File: config.mk
export PLATFORM = sky130hd
export DESIGN_NAME = ps2_direction_decoder
export DESIGN_NICKNAME = d
export VERILOG_FILES = /design/src/rtl/ps2_direction_decoder.sv
export SDC_FILE = /design/constraint.sdc
export NUM_CORES = 1
export LEC_CHECK = 0
export ABC_AREA = 1
export BUFFER_PORTS_ARGS = -buffer_cell sky130_fd_sc_hd__buf_2
export CAP_MARGIN = 10
export CORE_MARGIN = 2
export CORE_UTILIZATION = 45
export DETAILED_ROUTE_END_ITERATION = 16
export GPL_ROUTABILITY_DRIVEN = 0
export PLACE_DENSITY_LB_ADDON = 0.3
export SLEW_MARGIN = 20
export SYNTH_ARGS = -nofsm -noshare
export SYNTH_HDL_FRONTEND = slang
export SYNTH_SLANG_ARGS = --single-unit
export TNS_END_PERCENT = 20
File: constraint.sdc
create_clock -name CLK -period 3.8 [get_ports CLK]
set_input_delay 0.19 -clock CLK [delete_from_list [all_inputs] [get_ports CLK]]
set_output_delay 0.19 -clock CLK [all_outputs]
set_load 0.005 [all_outputs]
File: src/rtl/ps2_direction_decoder.sv
// PS/2 set-2 scan code interpreter for the snake game: arrows steer (WASD too when WASD_EN is defined), space toggles pause.
// Latency 1 cycle from the newkeyStrobe edge; no backpressure, every strobed byte is consumed.
module ps2_direction_decoder #(
  parameter int         TIMEOUT_CYCLES = 2000000,
  parameter logic [1:0] INIT_DIR       = 2'b11
) (
  input  logic       CLK,
  input  logic       RESETN,
  input  logic [7:0] keycode,
  input  logic       newkeyStrobe,
  output logic [1:0] dir,
  output logic       dir_pulse,
  output logic       pause,
  output logic       seq_err
);

  localparam int            CW       = $clog2(TIMEOUT_CYCLES) + 1;
  localparam logic [CW-1:0] CNT_LAST = CW'(TIMEOUT_CYCLES - 1);
  localparam logic [CW-1:0] CNT_MAX  = '1;

  localparam logic [7:0] K_EXT   = 8'hE0;
  localparam logic [7:0] K_BRK   = 8'hF0;
  localparam logic [7:0] K_SPACE = 8'h29;
  localparam logic [7:0] K_UP    = 8'h75;
  localparam logic [7:0] K_DOWN  = 8'h72;
  localparam logic [7:0] K_LEFT  = 8'h6B;
  localparam logic [7:0] K_RIGHT = 8'h74;

  localparam logic [1:0] D_UP    = 2'b00;
  localparam logic [1:0] D_DOWN  = 2'b01;
  localparam logic [1:0] D_LEFT  = 2'b10;
  localparam logic [1:0] D_RIGHT = 2'b11;

  typedef enum logic [1:0] {IDLE, EXT, BRK, EXT_BRK} state_t;

  state_t        state;
  logic [CW-1:0] cnt;
  logic          space_held;
  logic          cand_vld;
  logic [1:0]    cand;
  logic          accept;

  always_comb begin
    cand_vld = 1'b0;
    cand     = dir;
    if (newkeyStrobe) begin
      if (state == EXT) begin
        case (keycode)
          K_UP:    begin cand_vld = 1'b1; cand = D_UP;    end
          K_DOWN:  begin cand_vld = 1'b1; cand = D_DOWN;  end
          K_LEFT:  begin cand_vld = 1'b1; cand = D_LEFT;  end
          K_RIGHT: begin cand_vld = 1'b1; cand = D_RIGHT; end
          default: cand_vld = 1'b0;
        endcase
      end
`ifdef WASD_EN
      else if (state == IDLE) begin
        case (keycode)
          8'h1D:   begin cand_vld = 1'b1; cand = D_UP;    end
          8'h1B:   begin cand_vld = 1'b1; cand = D_DOWN;  end
          8'h1C:   begin cand_vld = 1'b1; cand = D_LEFT;  end
          8'h23:   begin cand_vld = 1'b1; cand = D_RIGHT; end
          default: cand_vld = 1'b0;
        endcase
      end
`endif
    end
  end

  // Opposite headings differ only in bit 0, so a turn is legal only across the up/down vs left/right axis.
  assign accept = cand_vld && !pause && (cand != dir) && ((cand ^ dir) != 2'b01);

  always_ff @(posedge CLK or negedge RESETN) begin
    if (!RESETN) begin
      state      <= IDLE;
      cnt        <= '0;
      space_held <= 1'b0;
      dir        <= INIT_DIR;
      dir_pulse  <= 1'b0;
      pause      <= 1'b0;
      seq_err    <= 1'b0;
    end else begin
      dir_pulse <= 1'b0;
      seq_err   <= 1'b0;
      if (accept) begin
        dir       <= cand;
        dir_pulse <= 1'b1;
      end
      if (newkeyStrobe) begin
        cnt <= '0;
        case (state)
          IDLE: begin
            if (keycode == K_EXT) begin
              state <= EXT;
            end else if (keycode == K_BRK) begin
              state <= BRK;
            end else if (keycode == K_SPACE && !space_held) begin
              pause      <= ~pause;
              space_held <= 1'b1;
            end
          end
          EXT: begin
            if (keycode == K_BRK) begin
              state <= EXT_BRK;
            end else if (keycode != K_EXT) begin
              state <= IDLE;
            end
          end
          BRK: begin
            if (keycode == K_SPACE) begin
              space_held <= 1'b0;
            end
            state <= IDLE;
          end
          default: state <= IDLE;
        endcase
      end else if (state != IDLE) begin
        // A strobe on the expiry cycle is taken by the branch above instead.
        if (cnt == CNT_LAST) begin
          state   <= IDLE;
          seq_err <= 1'b1;
          cnt     <= '0;
        end else if (cnt != CNT_MAX) begin
          cnt <= cnt + CW'(1);
        end
      end
    end
  end

endmodule

# Word level (Yosys, flattened, before mapping)
# Cells that the tools add are included.
# Widths: inputs -> output; s select.
[op_classes]
eq_ne = 20
n_div = 0
reduce_logical = 17
n_addsub = 1
mux = 27
shifts = 0
n_mul = 0
bitwise = 4
magnitude_cmp = 0
[op_table]
columns = ["operator", "n"]
rows = [
  ["$mux 22", 4],
  ["$eq 8x7->1 const B", 4],
  ["$add 22x1->22 const B", 1],
  ["$eq 22x21->1 const B", 1],
  ["$ne 22x22->1 const B", 1],
  ["$mux 2", 9],
  ["$eq 8x8->1 const B", 2],
  ["$mux 1", 11],
  ["$eq 8x6->1 const B", 1],
  ["$ne 2x2->1 const B", 4],
  ["$ne 8x8->1 const B", 1],
  ["$pmux 2 s4", 1],
  ["$reduce_bool 2->1", 4],
  ["$reduce_and 6->1", 1],
  ["$reduce_and 5->1", 1],
  ["$logic_and 1x1->1", 4],
  ["$ne 4x2->1 const B", 1],
  ["$ne 4x4->1 const B", 1],
  ["$pmux 2 s2", 1],
  ["$reduce_and 4->1", 1],
  ["$reduce_or 4->1", 1],
  ["$not 1->1", 3],
  ["$reduce_bool 3->1", 1],
  ["$eq 2x1->1 const B", 1],
  ["8 further kinds", 9],
]
[word_totals]
ff_bits = 30
output_inout_bits = 5
mem_count = 0
latchBits = 0
romBits = 0
ramBits = 0

# Logic depth before layout (Yosys ltp)
# Gate-level depths: netlist (run 1).
[logic_depth]
ltp_word = 9
mapped_depth = 11
mapped_depth_nobuf = 11

# Worst setup path after synthesis (run 1)
# Ideal clock, no wire load.
[synth_path]
kind = "flip-flop to flip-flop"
startpoint = "register cnt[0]"
endpoint = "register cnt[17]"
path_slack_ps = 2052
path_stages_with_launch = 12
arrival_ps = 1631
t_required_ps = 3684
cell_sequence = "dfrtp_1 -> ha_1 -> nand3_4 -> inv_2 -> nand2_4 -> nor2_8 -> nand3b_4 -> nor2_1 -> nor2_2 -> buf_6 -> nand2_1 -> nand2_1"
[synth_via]
elab_chain_cells = 5
word_cells_on_any_way = 9
cone_classes = "add/sub (1); eq/ne (2); mux (4); reduce/logical (2)"
[synth_rtl]
columns = ["element", "line", "source"]
rows = [
  ["start, declared", "37", "logic [CW-1:0] cnt;"],
  ["start signal, assigned", "124", "cnt <= cnt + CW'(1);"],
  ["$add 22x1->22", "124", ""],
  ["$mux 22", "123", "end else if (cnt != CNT_MAX) begin"],
  ["$mux 22", "119", "if (cnt == CNT_LAST) begin"],
  ["$mux 22", "117", "end else if (state != IDLE) begin"],
  ["$mux 22", "89", "if (newkeyStrobe) begin"],
]
# Parallel ways exist; a longest one is shown, timed or not. The select of a mux whose other input is x is not followed.
# A chain may end at the register's enable or synchronous reset.

# Worst setup path after layout (run 1)
[layout_path]
startpoint = "register cnt[0]"
endpoint = "register cnt[6]"
# The elaborated chain is that of the path after synthesis.

==> summary.md, run 1 <==
| Metric | Value |
|---|---|
| Area leader, netlist | `dfrtp_1` |
| Worst-path clk slew | `0.07 ns` |
| Synth Area in Simple Gates | `0.523` |
| Worst-case clock buffer depth | `2` |
| Seq/Total Area, Yosys | `0.327` |
| Pwr Total | `0.828 mW` |
| CP max stage delay | `0.60 ns` |
| Setup Viol. Count Final | `0` |
| RSZ-0062 raised after global routing | `false` |
| Final Instance Area | `0.00253 sq mm` |
| Core area | `0.00501 sq mm` |
| Mapped Nets | `373` |
| Final HPWL DP | `3900 um` |
| Yosys reg bits | `30` |
| Crit end category | `flip-flop` |
| CTS root buf | `clkbuf_8` |
| Largest family of logic cells by synthesized area | `simple AND/OR/NAND/NOR gates` |
| Num rows | `26` |
| Setup TNS | `0 ns` |
| N_diodes | `0` |
| Compound-cell area share of the yosys netlist | `0.0223` |
| Fill cells | `541` |
| Die width | `75.5 um` |
| Distinct cells, synth | `29` |
| Die Y | `75.5 um` |
| Most common cell after layout, fill and taps aside | `nand2_1` |
| Fraction of layout cells with a size suffix above 1 | `0.101` |
| Cell leakage power | `1.24 nW` |
| Final Slew Violations | `0` |
| Reg area | `753 sq um` |
| Setup bufs post-CTS | `0` |
| CTS tree | `built` |
| Worst-Margin Slew | `0.787 ns` |
| Area of the multi-input gates | `0.00136 sq mm` |
| Commonest non-fill, non-tap cells in the layout | `146 x nand2_1, 65 x nor2_1, 33 x inv_1` |
| Initial antenna violation count | `0` |
| First drt pass iteration count | `4` |
| CP required | `4.02 ns` |
| Top Ports | `16` |
| Top cells by area, synth | `dfrtp_1 30%, nand2_1 24%, nor2_1 11%, nand3_1 5.4%, inv_1 5.4%` |
| WL per Instance | `11.6 um` |
| Tot GR Track Use | `0.203` |
| Crit-path cells | `ha_1, nand3_4, nor2_2, nand3_4, nand2_4, nor2_1, nor2_2, nand2_1, nand2_1` |
| CP arrival | `2.54 ns` |
| Mux contribution to synthesized area | `0` |
| Yosys warns | `0` |
| Ys async rst share | `1.00` |
| Synth Flop Type | `dfrtp_1` |
| # DRC | `0` |
| Number of global-route vias before repair | `1973` |
| Placed inst area | `0.00241 sq mm` |
| Detailed Route Iter0 Violations | `157` |
| Post-synth EDFFs | `0` |
| Largest net degree at the start of global routing | `31` |
| # Max-Cap Violations | `0` |
| Number of hold violations in the final report | `0` |
| Global-route wire length before repair | `8800 um` |
| Type of the worst min-delay path | `input port to flip-flop` |
| Layout Nets | `389` |
| Post-route ant nets | `0` |
| Post-Syn Instances | `361` |
| Share of the synthesized area in the top cell type | `0.305` |
| Total number of vias | `2233` |
| PwrDens | `328 mW/mm^2` |
| Status | `finished, final reports clean` |
| Die ar. | `0.00570 sq mm` |
| Post-Synth Adder-Cell Area | `0.00544` |
| Avg Cell Area, Syn | `6.37 sq um` |
| H-Tree Depth | `2` |
| CP delay by family, top | `simple AND/OR/NAND/NOR gates` |
| Worst path bufs/invs | `0` |
| Starting Density | `0.459` |
| I/O Buffers | `15` |
| Clock sinks | `30` |
| Crit Path Max Fanout | `20` |
| Crit path kind | `flip-flop to flip-flop` |
| Routed vias/inst | `4.98` |
| TritonCTS Buffers | `5` |
| Slowest cell on the critical path | `nor2_2` |
| Worst vdd ir | `200 uV` |
| Worst skew pair latency | `0.29 ns` |
| Final period util | `0.609` |
| Mapped cell area | `0.00230 sq mm` |
| WL final | `5200 um` |
| Grt total ovfl | `0` |
| Fmax | `432 MHz` |
| Worst hold slack | `0.332 ns` |
| Min cycle time layout | `2.31 ns` |
| Worst Setup Start Kind | `flip-flop` |
| Post-Synth XOR/XNOR Area | `0.0419` |
| Worst slew margin | `0.474` |
| Area growth syn-to-layout | `9.79%` |
| Clock skew | `0.00840 ns` |
==> metrics by stage <==
stage	std cells	worst slack (ns)	util
6_report	448	1.49	0.504
5_1_grt	448	1.26	0.504
4_1_cts	448	1.45	0.504
3_5_place_dp	439	1.47	0.481
3_3_place_gp	439	1.52	0.481
2_1_floorplan	361	2.05	-
==> synth_stat cells, drive strengths merged, types with 2 or more instances <==
cell type  number
nand2         148
nor2           69
inv            34
dfrtp          28
nand3          27
nand4          11
xor2            7
o21ai           5
buf             4
nand3b          4
nor3            4
xnor2           4
clkbuf          3
nor3b           3
dfstp           2
nor4            2
or2             2
==> flip-flops by register name, summed over array words and instances, names as in the netlist <==
| signal | flops |
|---|---|
| dir | 2 |
| dir_pulse | 1 |
| space_held | 1 |
| pause | 1 |
| state | 2 |
| seq_err | 1 |
| cnt | 22 |
==> kinds of logic (layout without fill, tap and decap cells) <==
| group | count (synthesis) | count (layout) |
|---|---|---|
| simple gates | 271 | 271 |
| compound gates | 7 | 7 |
| fa+ha+maj | 1 | 1 |
| flops | 30 | 30 |
| buf+inv | 41 | 58 |
| xor+xnor | 11 | 11 |
==> per-layer routing <==
layer  vias up  share of wire  global-route usage
met5         -              0                   0
met4         0          0.015              0.0624
met3         8          0.052              0.0423
met2        51           0.48               0.341
met1      1017           0.45               0.263
li1       1157              -                   -
==> final timing paths <==
| path | from | endpoint | slack (ns) | cells after the start |
|---|---|---|---|---|
| hold reg to reg | state[0]$_DFFE_PN0P_ | state[0]$_DFFE_PN0P_ | 0.50 | 2 |
| setup / recovery | cnt[0]$_DFFE_PN0P_ | cnt[6]$_DFFE_PN0P_ | 1.49 | 9 |
| setup reg to reg | cnt[0]$_DFFE_PN0P_ | cnt[6]$_DFFE_PN0P_ | 1.49 | 9 |
| hold / removal | keycode[3] | space_held$_DFFE_PN0P_ | 0.33 | 5 |
| max in group asynchronous | RESETN | space_held$_DFFE_PN0P_ | 2.88 | 2 |
| min in group asynchronous | RESETN | cnt[14]$_DFFE_PN0P_ | 0.47 | 2 |
==> layout make-up <==
type,instances,share of cell area
Inverter,34,0.0505
Sequential cell,30,0.298
Timing Repair Buffer,16,0.0337
Clock inverter,3,0.0158
Multi-Input combinational cell,290,0.540
Tap cell,70,0.0347
Clock buffer,5,0.0272
==> worst min-delay path, stage by stage <==
cell	delay, ns
buf_2	0.10
nand2_1	0.07
nor3_1	0.06
nand4_1	0.06
a21boi_0	0.09
==> what timing repair did <==
action	in CTS	in global routing
hold endpoints to repair	28	0
gates resized for setup	0	0
hold buffers	1	0
==> report_power, final <==
group / switching, mW / leakage (nW) / internal, mW
Combinational: 0.108 / 0.781 / 0.0412
Sequential: 0.0211 / 0.399 / 0.336
Clock: 0.129 / 0.0579 / 0.193
Total: 0.258 / 1.24 / 0.570
(Power assumes the default switching activity.)
==> inputs of run 2 (changes only) <==
- ABC_AREA: 1 -> 0
- clock period: 3.8 -> 1.95 ns (I/O delays scaled with it)
==> run 2 against run 1 <==
Effect of this change:
- via count shrank 20%
- worst hold slack lost 0.25 ns
- critical path depth shrank 2
- synthesized cell count shrank 43%
- area after synthesis shrank 18%
- sequential power grew 88%
- flip-flop and latch count is the same
- global-route usage grew 1.4 points
- worst setup slack lost 1.4 ns
- power grew 74%
- critical path type unchanged
- critical endpoint is now cnt[11]$_DFFE_PN0P_
- largest power group unchanged
- highest routed layer unchanged
==> summary.md, run 2 <==
| Metric | Value |
|---|---|
| Count leader, synth | `dfrtp_1` |
| Yosys reg bits | `30` |
| Crit Path Max Fanout | `6` |
| WL met2 | `2140 um` |
| Crit end category | `flip-flop` |
| I/O Buffers | `15` |
| Post-route ant nets | `0` |
| CP arrival | `2.10 ns` |
| Clock sinks | `30` |
| Layout Nets | `248` |
| Worst-case clock buffer depth | `2` |
| Largest net degree at the start of global routing | `31` |
| Core area | `0.00403 sq mm` |
| P_sw | `0.358 mW` |
| First drt pass iteration count | `5` |
| Seq/Total Area, Yosys | `0.399` |
| Pwr Total | `1.44 mW` |
| Slowest cell on the critical path | `dfrtp_1` |
| Detailed Route Iter0 Violations | `119` |
| Crit path from | `cnt[1]$_DFFE_PN0P_` |
| Num rows | `23` |
| Die ar. | `0.00473 sq mm` |
| Final Slew Violations | `0` |
| Global-route wire length before repair | `7330 um` |
| CTS root buf | `clkbuf_8` |
| FF-to-FF setup slack | `0.06 ns` |
| Met3 WL post-DR | `278 um` |
| HP Start | `keycode[4]` |
| Worst path bufs/invs | `1` |
| Fmax | `529 MHz` |
| Ys async rst share | `1.00` |
| Crit-path cells | `ha_1, and2_4, and3_4, a211oi_4, buf_6, a41oi_1, a31oi_1` |
| Final Instance Area | `0.00223 sq mm` |
| Clock skew | `0.00153 ns` |
| Placed inst area | `0.00207 sq mm` |
| Grt total ovfl | `0` |
| Most common cell after layout, fill and taps aside | `dfrtp_1` |
| CP max stage delay | `0.42 ns` |
| CTS tree | `built` |
| Setup Viol. Count Final | `0` |
| Worst-path clk slew | `0.06 ns` |
| Final period util | `0.969` |
| Number of global-route vias before repair | `1528` |
| Mapped cell area | `0.00189 sq mm` |
| Biggest regs | `cnt x22, dir x2, state x2` |
| Type of the worst min-delay path | `input port to flip-flop` |
| Min cycle time layout | `1.89 ns` |
| Post-Syn Instances | `206` |
| Worst skew pair latency | `0.29 ns` |
| Comb pwr share | `0.123` |
| Worst vdd ir | `466 uV` |
| Worst reg2reg path startpoint | `cnt[1]$_DFFE_PN0P_` |
| Cell leakage power | `0.944 nW` |
| Area growth syn-to-layout | `18.1%` |
| WL final | `4630 um` |
| # Max-Cap Violations | `0` |
| Initial antenna violation count | `0` |
| Top Ports | `16` |
| Die width | `68.8 um` |
| Worst Setup Start Kind | `flip-flop` |
| Seq pwr share | `0.466` |
| Area leader, netlist | `dfrtp_1` |
| Worst-Margin Slew | `0.672 ns` |
| Mapped Nets | `218` |
| Starting Density | `0.469` |
| Max Used Layer | `met4` |
| TritonCTS Buffers | `5` |
| Largest Register | `cnt` |
| Post-synth EDFFs | `0` |
| # DRC | `0` |
| Top cells by instance count after synthesis | `28 x dfrtp_1, 16 x nand2_1, 14 x nor2_1` |
| H-Tree Depth | `2` |
| Fill cells | `367` |
| Crit path kind | `flip-flop to flip-flop` |
| Distinct cells, synth | `53` |
| Total number of vias | `1781` |
| Die Y | `68.8 um` |
| Internal power | `1.08 mW` |
| N_diodes | `0` |
| M1 WL | `2110 um` |
| Number of flip-flops under the largest register name | `22` |
| CP delay by family, top | `compound AO/OA/AOI/OAI gates` |
| Top cells by area, synth | `dfrtp_1 37%, a31oi_1 4.0%, a21oi_1 3.2%, nand2_1 3.2%, dfstp_2 2.8%` |
| Commonest non-fill, non-tap cells in the layout | `28 x dfrtp_1, 19 x buf_4, 16 x nand2_1` |
| Clk pwr share | `0.412` |
| Switching share of power | `0.249` |
| Synth Flop Type | `dfrtp_1` |
| Avg Cell Area, Syn | `9.17 sq um` |
| Number of hold violations in the final report | `0` |
| Yosys warns | `0` |
| PwrDens | `645 mW/mm^2` |
| CP required | `2.16 ns` |
| Share of the synthesized area in the top cell type | `0.371` |
| Tot GR Track Use | `0.217` |
| Status | `finished, final reports clean` |
| Worst slew margin | `0.552` |
| Final HPWL DP | `3310 um` |
| WL per Instance | `16.1 um` |
| Routed vias/inst | `6.21` |
| Fraction of layout cells with a size suffix above 1 | `0.249` |
-- run 2: cell types whose count changed after synthesis, sizes merged, moves of 6 or more --
cell	change
and4	+6
a31oi	+12
a21oi	+13
nand3	-18
nand2	-132
nor2	-55
inv	-30
-- run 2: layout make-up --
type	instances	area, sq um	share of cell area
Inverter	4	15.0	0.00673
Sequential cell	30	753	0.337
Tap cell	50	62.6	0.0280
Multi-Input combinational cell	159	1050	0.471
Clock buffer	8	110	0.0493
Timing Repair Buffer	36	239	0.107
-- run 2: worst paths after layout --
path / to / cells past startpoint
min in group asynchronous: cnt[20]$_DFFE_PN0P_ / 2
setup reg to reg: cnt[11]$_DFFE_PN0P_ / 7
max in group asynchronous: cnt[3]$_DFFE_PN0P_ / 2
setup / recovery: cnt[11]$_DFFE_PN0P_ / 7
hold / removal: state[1]$_DFFE_PN0P_ / 2
hold reg to reg: pause$_DFFE_PN0P_ / 1
-- run 2: through the flow --
stage,setup WS (ns),util,cells,TNS (ns),hold slack (ns)
finish,0.0608,0.554,287,0,0.0795
global route,-0.0159,0.554,287,-0.0195,0.0844
CTS,0.00770,0.544,284,0,0.0759
detailed placement,0.0234,0.514,275,0,0.178
global placement,0.116,0.514,275,0,0.167
floorplan,0.147,-,206,0,-0.198
-- run 2: logic make-up after synthesis --
kind of cell	after synthesis	synth area share
buffers and inverters	17	0.0523
AND/OR/NAND/NOR	90	0.285
flip-flops	30	0.399
multiplexers	1	0.00596
XOR/XNOR	8	0.0371
adder cells (fa/ha/maj)	1	0.00662
AO/OA/AOI/OAI	59	0.214
-- run 2: timing repair --
action | 4_1_cts | 5_1_grt
hold endpoints to repair | 28 | 0
hold buffers | 1 | 0
gates resized for setup | 0 | 7
endpoints found under the setup margin | 0 | 16
setup buffers | 0 | 3
-- run 2: metal layers --
| metal | GRT usage | vias up |
|---|---|---|
| li1 | - | 851 |
| met1 | 0.305 | 849 |
| met2 | 0.321 | 70 |
| met3 | 0.0438 | 11 |
| met4 | 0.100 | 0 |
| met5 | 0 | - |
-- run 2: power by group through the flow --
stage	logic, mW	registers [mW]	clock network [mW]
2_1_floorplan	0.0802	0.678	0
3_3_place_gp	0.155	0.679	0
3_5_place_dp	0.157	0.680	0
4_1_cts	0.159	0.669	0.601
5_1_grt	0.194	0.673	0.632
6_report	0.176	0.671	0.593
